[src/rtl/spi_fl_xip_sequencer.sv]
// rtl/spi_fl_xip_sequencer.sv - word-read request sequencer with one-word hit buffer for the SPI flash core
//
// Purpose: turns single word-read requests into one flash read transaction
// on the SPI flash master core, and answers repeated reads of the buffered
// word directly from a one-word hit buffer.
//
// Ports:
//   clk, rst            clock, asynchronous active-high reset
//   req_valid/ready     request handshake, req_addr is a byte address
//   resp_valid/ready    response handshake, resp_data/resp_err held until taken
//   invalidate          drops the hit buffer (flash contents changed)
//   fl_*  (out)         core command/address/start interface
//   fl_tready, fl_validflag_out, fl_data_out (in)  core status and read data
module spi_fl_xip_sequencer #(
  parameter int             ADDR_W    = 24,
  parameter int             DATA_W    = 32,
  parameter logic [7:0]     RD_CMD    = 8'h0B,
  parameter logic [3:0]     RD_DUMMY  = 4'd8,
  parameter logic [2:0]     RD_CT     = 3'd1,
  parameter int             TIMEOUT_W = 16
) (
  input  logic              clk,
  input  logic              rst,
  input  logic              req_valid,
  input  logic [ADDR_W-1:0] req_addr,
  output logic              req_ready,
  output logic              resp_valid,
  input  logic              resp_ready,
  output logic [DATA_W-1:0] resp_data,
  output logic              resp_err,
  input  logic              invalidate,
  output logic [ADDR_W-1:0] fl_address,
  output logic [7:0]        fl_command,
  output logic [6:0]        fl_nmiso_bits,
  output logic [3:0]        fl_dummy_cycles,
  output logic [2:0]        fl_commtype,
  output logic              fl_validflag,
  input  logic              fl_tready,
  input  logic              fl_validflag_out,
  input  logic [DATA_W-1:0] fl_data_out
);

  typedef enum logic [2:0] {S_IDLE, S_ISSUE, S_WAIT, S_RESP, S_DRAIN} state_t;

  localparam logic [TIMEOUT_W-1:0] TIMER_MAX = '1;

  state_t              state;
  logic [ADDR_W-1:0]   tag;
  logic [DATA_W-1:0]   buf_data;
  logic                buf_valid;
  logic [TIMEOUT_W-1:0] timer;
  logic                timed_out;
  logic [ADDR_W-1:0]   word_addr;

  // Masking (rather than slicing) keeps every req_addr bit in use.
  assign word_addr       = req_addr & ~ADDR_W'(3);

  assign fl_command      = RD_CMD;
  assign fl_nmiso_bits   = 7'(DATA_W);
  assign fl_dummy_cycles = RD_DUMMY;
  assign fl_commtype     = RD_CT;

  always_ff @(posedge clk or posedge rst) begin
    if (rst) begin
      state        <= S_IDLE;
      req_ready    <= 1'b1;
      resp_valid   <= 1'b0;
      resp_data    <= '0;
      resp_err     <= 1'b0;
      fl_validflag <= 1'b0;
      fl_address   <= '0;
      tag          <= '0;
      buf_data     <= '0;
      buf_valid    <= 1'b0;
      timer        <= '0;
      timed_out    <= 1'b0;
    end else begin
      fl_validflag <= 1'b0;
      case (state)
        S_IDLE: begin
          if (req_valid) begin
            req_ready  <= 1'b0;
            fl_address <= word_addr;
            timed_out  <= 1'b0;
            if (buf_valid && (tag == word_addr) && !invalidate) begin
              resp_data  <= buf_data;
              resp_err   <= 1'b0;
              resp_valid <= 1'b1;
              state      <= S_RESP;
            end else begin
              state <= S_ISSUE;
            end
          end
        end
        S_ISSUE: begin
          if (fl_tready) begin
            fl_validflag <= 1'b1;
            timer        <= '0;
            state        <= S_WAIT;
          end
        end
        S_WAIT: begin
          // A core completion in the same cycle as the limit still wins.
          if (fl_validflag_out) begin
            resp_data  <= fl_data_out;
            resp_err   <= 1'b0;
            resp_valid <= 1'b1;
            buf_data   <= fl_data_out;
            tag        <= fl_address;
            buf_valid  <= 1'b1;
            state      <= S_RESP;
          end else if (timer == TIMER_MAX) begin
            resp_data  <= '0;
            resp_err   <= 1'b1;
            resp_valid <= 1'b1;
            timed_out  <= 1'b1;
            state      <= S_RESP;
          end else begin
            timer <= timer + 1'b1;
          end
        end
        S_RESP: begin
          if (resp_ready) begin
            resp_valid <= 1'b0;
            if (timed_out) begin
              // The core may still be busy with the abandoned read.
              state <= S_DRAIN;
            end else begin
              state     <= S_IDLE;
              req_ready <= 1'b1;
            end
          end
        end
        S_DRAIN: begin
          if (fl_tready) begin
            state     <= S_IDLE;
            req_ready <= 1'b1;
          end
        end
        default: begin
          state     <= S_IDLE;
          req_ready <= 1'b1;
        end
      endcase
      // Placed last so it overrides a buffer fill in the same cycle.
      if (invalidate) buf_valid <= 1'b0;
    end
  end

endmodule

[config.mk]
export PLATFORM = sky130hd
export DESIGN_NAME = spi_fl_xip_sequencer
export DESIGN_NICKNAME = d
export VERILOG_FILES = /design/src/rtl/spi_fl_xip_sequencer.sv
export SDC_FILE = /design/constraint.sdc
export NUM_CORES = 1
export LEC_CHECK = 0
export CAP_MARGIN = 20
export CORE_MARGIN = 5
export CORE_UTILIZATION = 45
export CTS_CLUSTER_SIZE = 8
export DETAILED_ROUTE_END_ITERATION = 10
export GPL_ROUTABILITY_DRIVEN = 0
export PLACE_DENSITY = 0.85
export SLEW_MARGIN = 20
export SYNTH_ARGS = -nofsm -noshare
export SYNTH_HDL_FRONTEND = slang
export SYNTH_SLANG_ARGS = --single-unit
[constraint.sdc]
create_clock -name clk -period 4.8 [get_ports clk]
set_clock_uncertainty 0.1 [all_clocks]
set_input_delay 0.96 -clock clk [delete_from_list [all_inputs] [get_ports clk]]
set_output_delay 0.96 -clock clk [all_outputs]
set_load 0.02 [all_outputs]
==> results.yml <==
pwr:
  irDropWorstVdd_uv: 395
  p_seq_frac: 0.364
  leakage_nw: 3.71
  power.clock.fraction: 0.244
  p_sw_frac: 0.348
  finalPower_mw: 5.15
  internal_power_mw: 3.36
  p_switching_mw: 1.80
  power.density_mw_per_mm2: 649
  p_comb_frac: 0.393
route:
  drt_iter0_markers: 319
  ant_nets: 0
  drc: 0
  vias: 4608
  viasPerCell: 5.14
  firstDrtPassIters: 5
  wire_per_inst_um: 15.1
  wirelength_um: 13600
timing:
  post-route-min-period_ps: 3290
  timing.final.crit_share: 0.685
  finalMaxSlewViolations: 0
  hold_viol: 0
  slew_headroom: 0.383
  rsz0062_at_grt: "false"
  fin_tns_setup_ps: 0
  setup_viol: 0
  max_freq_mhz: 304
  tightest_slew_ps: 926
layout:
  syn2layout_area_growth_pct: 29.8
  layout-drive-gt1-share: 0.138
  fin_area_mm2: 0.00794
  nFillCells: 1096
  diodes: 0
  nNetsFinal: 773
critical_path:
  cp-end-kind: "flop"
  worstPathRequired_ps: 4990
  start_kind: "input pin"
  crit_type: "in -> reg"
  crit_path_max_fanout: 33
  cp.arrival_ps: 3480
logic_synthesis:
  synth_seq_area_share: 0.544
  synth_xor_area_frac: 0.0344
  synth_top_family_by_area: "simple AND/OR/NAND/NOR gates"
  synthFlopType: "dfrtp_1"
  async_flop_share: 1.00
  synth_fa_ha_area_frac: 0.00205
  avgSynthCellArea_um2: 10.2
  synth_warnings: 0
  synth-compound-area-share: 0.0734
  ys_ff_latch: 133
  netlist_instances: 597
  synthMuxAreaShare: 0.103
  synth_edf_count: 0
  syn_area_mm2: 0.00612
  yosys.area_share.simple: 0.184
  yosysUniqueCellTypes: 47
global_route:
  grt_max_degree: 82
  gr-total-overflow: 0
  grt_pass1_wl_um: 22700
  grt_pass1_vias: 4623
  track_usage: 0.174
  antenna_found_initial: 0
clock_tree:
  hold_buffers: 0
  cts_tree: "done"
  cts_setup_buffers: 0
  root_buffer: "clkbuf_16"
  clock_path_buffers: 2
  clkLatencyLatePin_ps: 410
  cts_resized: 0
  clk_pin_slew_ps: 50
  cts_num_sinks: 133
  cts_max_level: 4
  numCtsBuffers: 17
floorplanning:
  num_rows: 42
  core-area_mm2: 0.0133
  initial_core_util: 0.460
  die_area_mm2: 0.0160
  die_w_um: 127
  die-height_um: 127
  io_pins: 145
worst_hold_path:
  min-delay-path-class: "reg -> reg"
placed_design:
  placed_area_mm2: 0.00736
  dpl.hpwl_um: 9110
  port_buffers: 118
run:
  maxCapViolCount: 0
run_status:
  outcome: "finished, final reports clean"
-- area by class of cell --
| cell class | instances | area, um^2 | area share |
|---|---|---|---|
| clock buffer | 22 | 474 | 0.0597 |
| clock inverter | 8 | 101 | 0.0128 |
| inverter | 8 | 32.5 | 0.00410 |
| multi-input combinational | 425 | 2520 | 0.318 |
| sequential | 133 | 3330 | 0.419 |
| tap | 176 | 220 | 0.0277 |
| timing repair buffer | 124 | 1260 | 0.159 |
-- cells in the mapped netlist, drive strengths merged (5+ instances only) --
library cell	n	share of area
nand3	5	0.0041
nor2	12	0.0086
clkbuf	13	0.0080
mux2	55	0.10
dfrtp	132	0.54
nor4	5	0.0051
xor2	21	0.030
or4	5	0.0061
a21oi	13	0.011
buf	40	0.045
o21ai	10	0.0082
nand2	199	0.12
inv	8	0.0049
or3	5	0.0051
nand4	7	0.0072
a22o	20	0.029
-- kinds of logic (layout without fill, tap and decap cells) --
family,Yosys count,after routing
and+or+nand+nor,260,260
adders and majority gates,1,1
buffers and inverters,61,162
xor gates and xnor gates,24,24
DFF,133,133
other,2,24
AOI/OAI and AO/OA,60,60
muxes,56,56
-- flip-flops by register name, summed over array words and instances (netlist names) --
register,flops
resp_data,32
fl_address,22
buf_valid,1
resp_valid,1
timed_out,1
resp_err,1
fl_validflag,1
req_ready,1
state,3
tag,22
timer,16
buf_data,32
-- power by group through the flow --
stage	Clock, mW	Sequential [mW]	Combinational (mW)
finish	1.26	1.88	2.02
global route	1.33	1.94	2.21
CTS	1.29	1.88	2.06
detailed placement	0	1.89	2.04
global placement	0	1.87	1.98
floorplan	0	2.09	1.08
-- critical path, stage by stage --
cell and delay, ps:
clkdlybuf4s50_1 450, xor2_1 160, nor4_1 480, a41oi_1 260, a211oi_4 300, buf_4 430
mux2_2 390
-- stage by stage --
step / utilization / instances / hold slack, ps / setup slack [ps]
finish: 0.597 / 896 / 372 / 1510
global route: 0.597 / 896 / 387 / 1400
CTS: 0.597 / 896 / 377 / 1510
global placement: 0.552 / 865 / 357 / 1130
floorplan: - / 619 / 346 / 187
detailed placement: 0.554 / 866 / 362 / 1120
-- per-layer routing --
metal  share of wire  vias up  GRT usage
met1            0.43     2257      0.223
met2            0.49      133      0.281
met3           0.067       26     0.0555
met5               0        -          0
li1                -     2192          -
met4           0.017        0     0.0606
-- cells in the final DEF (no fill, tap or decap), types with 7 or more instances in the layout --
master	Yosys	final
inv_1	8	7
nor2_1	11	10
clkdlybuf4s50_1	0	118
a22o_1	20	20
o21ai_0	10	10
clkbuf_16	0	17
mux2_2	55	55
nand4_1	7	7
nand2_1	199	198
dfrtp_1	132	132
xor2_1	21	21
a21oi_1	12	12
conb_1	2	24
-- final timing paths --
kind / slack, ps / depth (start not counted) / to / start
hold / removal: 370 / 2 / buf_data[3] / buf_data[3]
setup / recovery: 1510 / 7 / resp_data[9] / req_addr[5]
setup reg to reg: 2120 / 6 / resp_data[9] / tag[5]
hold reg to reg: 370 / 2 / buf_data[3] / buf_data[3]
max in group asynchronous: 2820 / 3 / req_ready / rst
min in group asynchronous: 910 / 2 / tag[22] / rst
(Power assumes the default switching activity.)
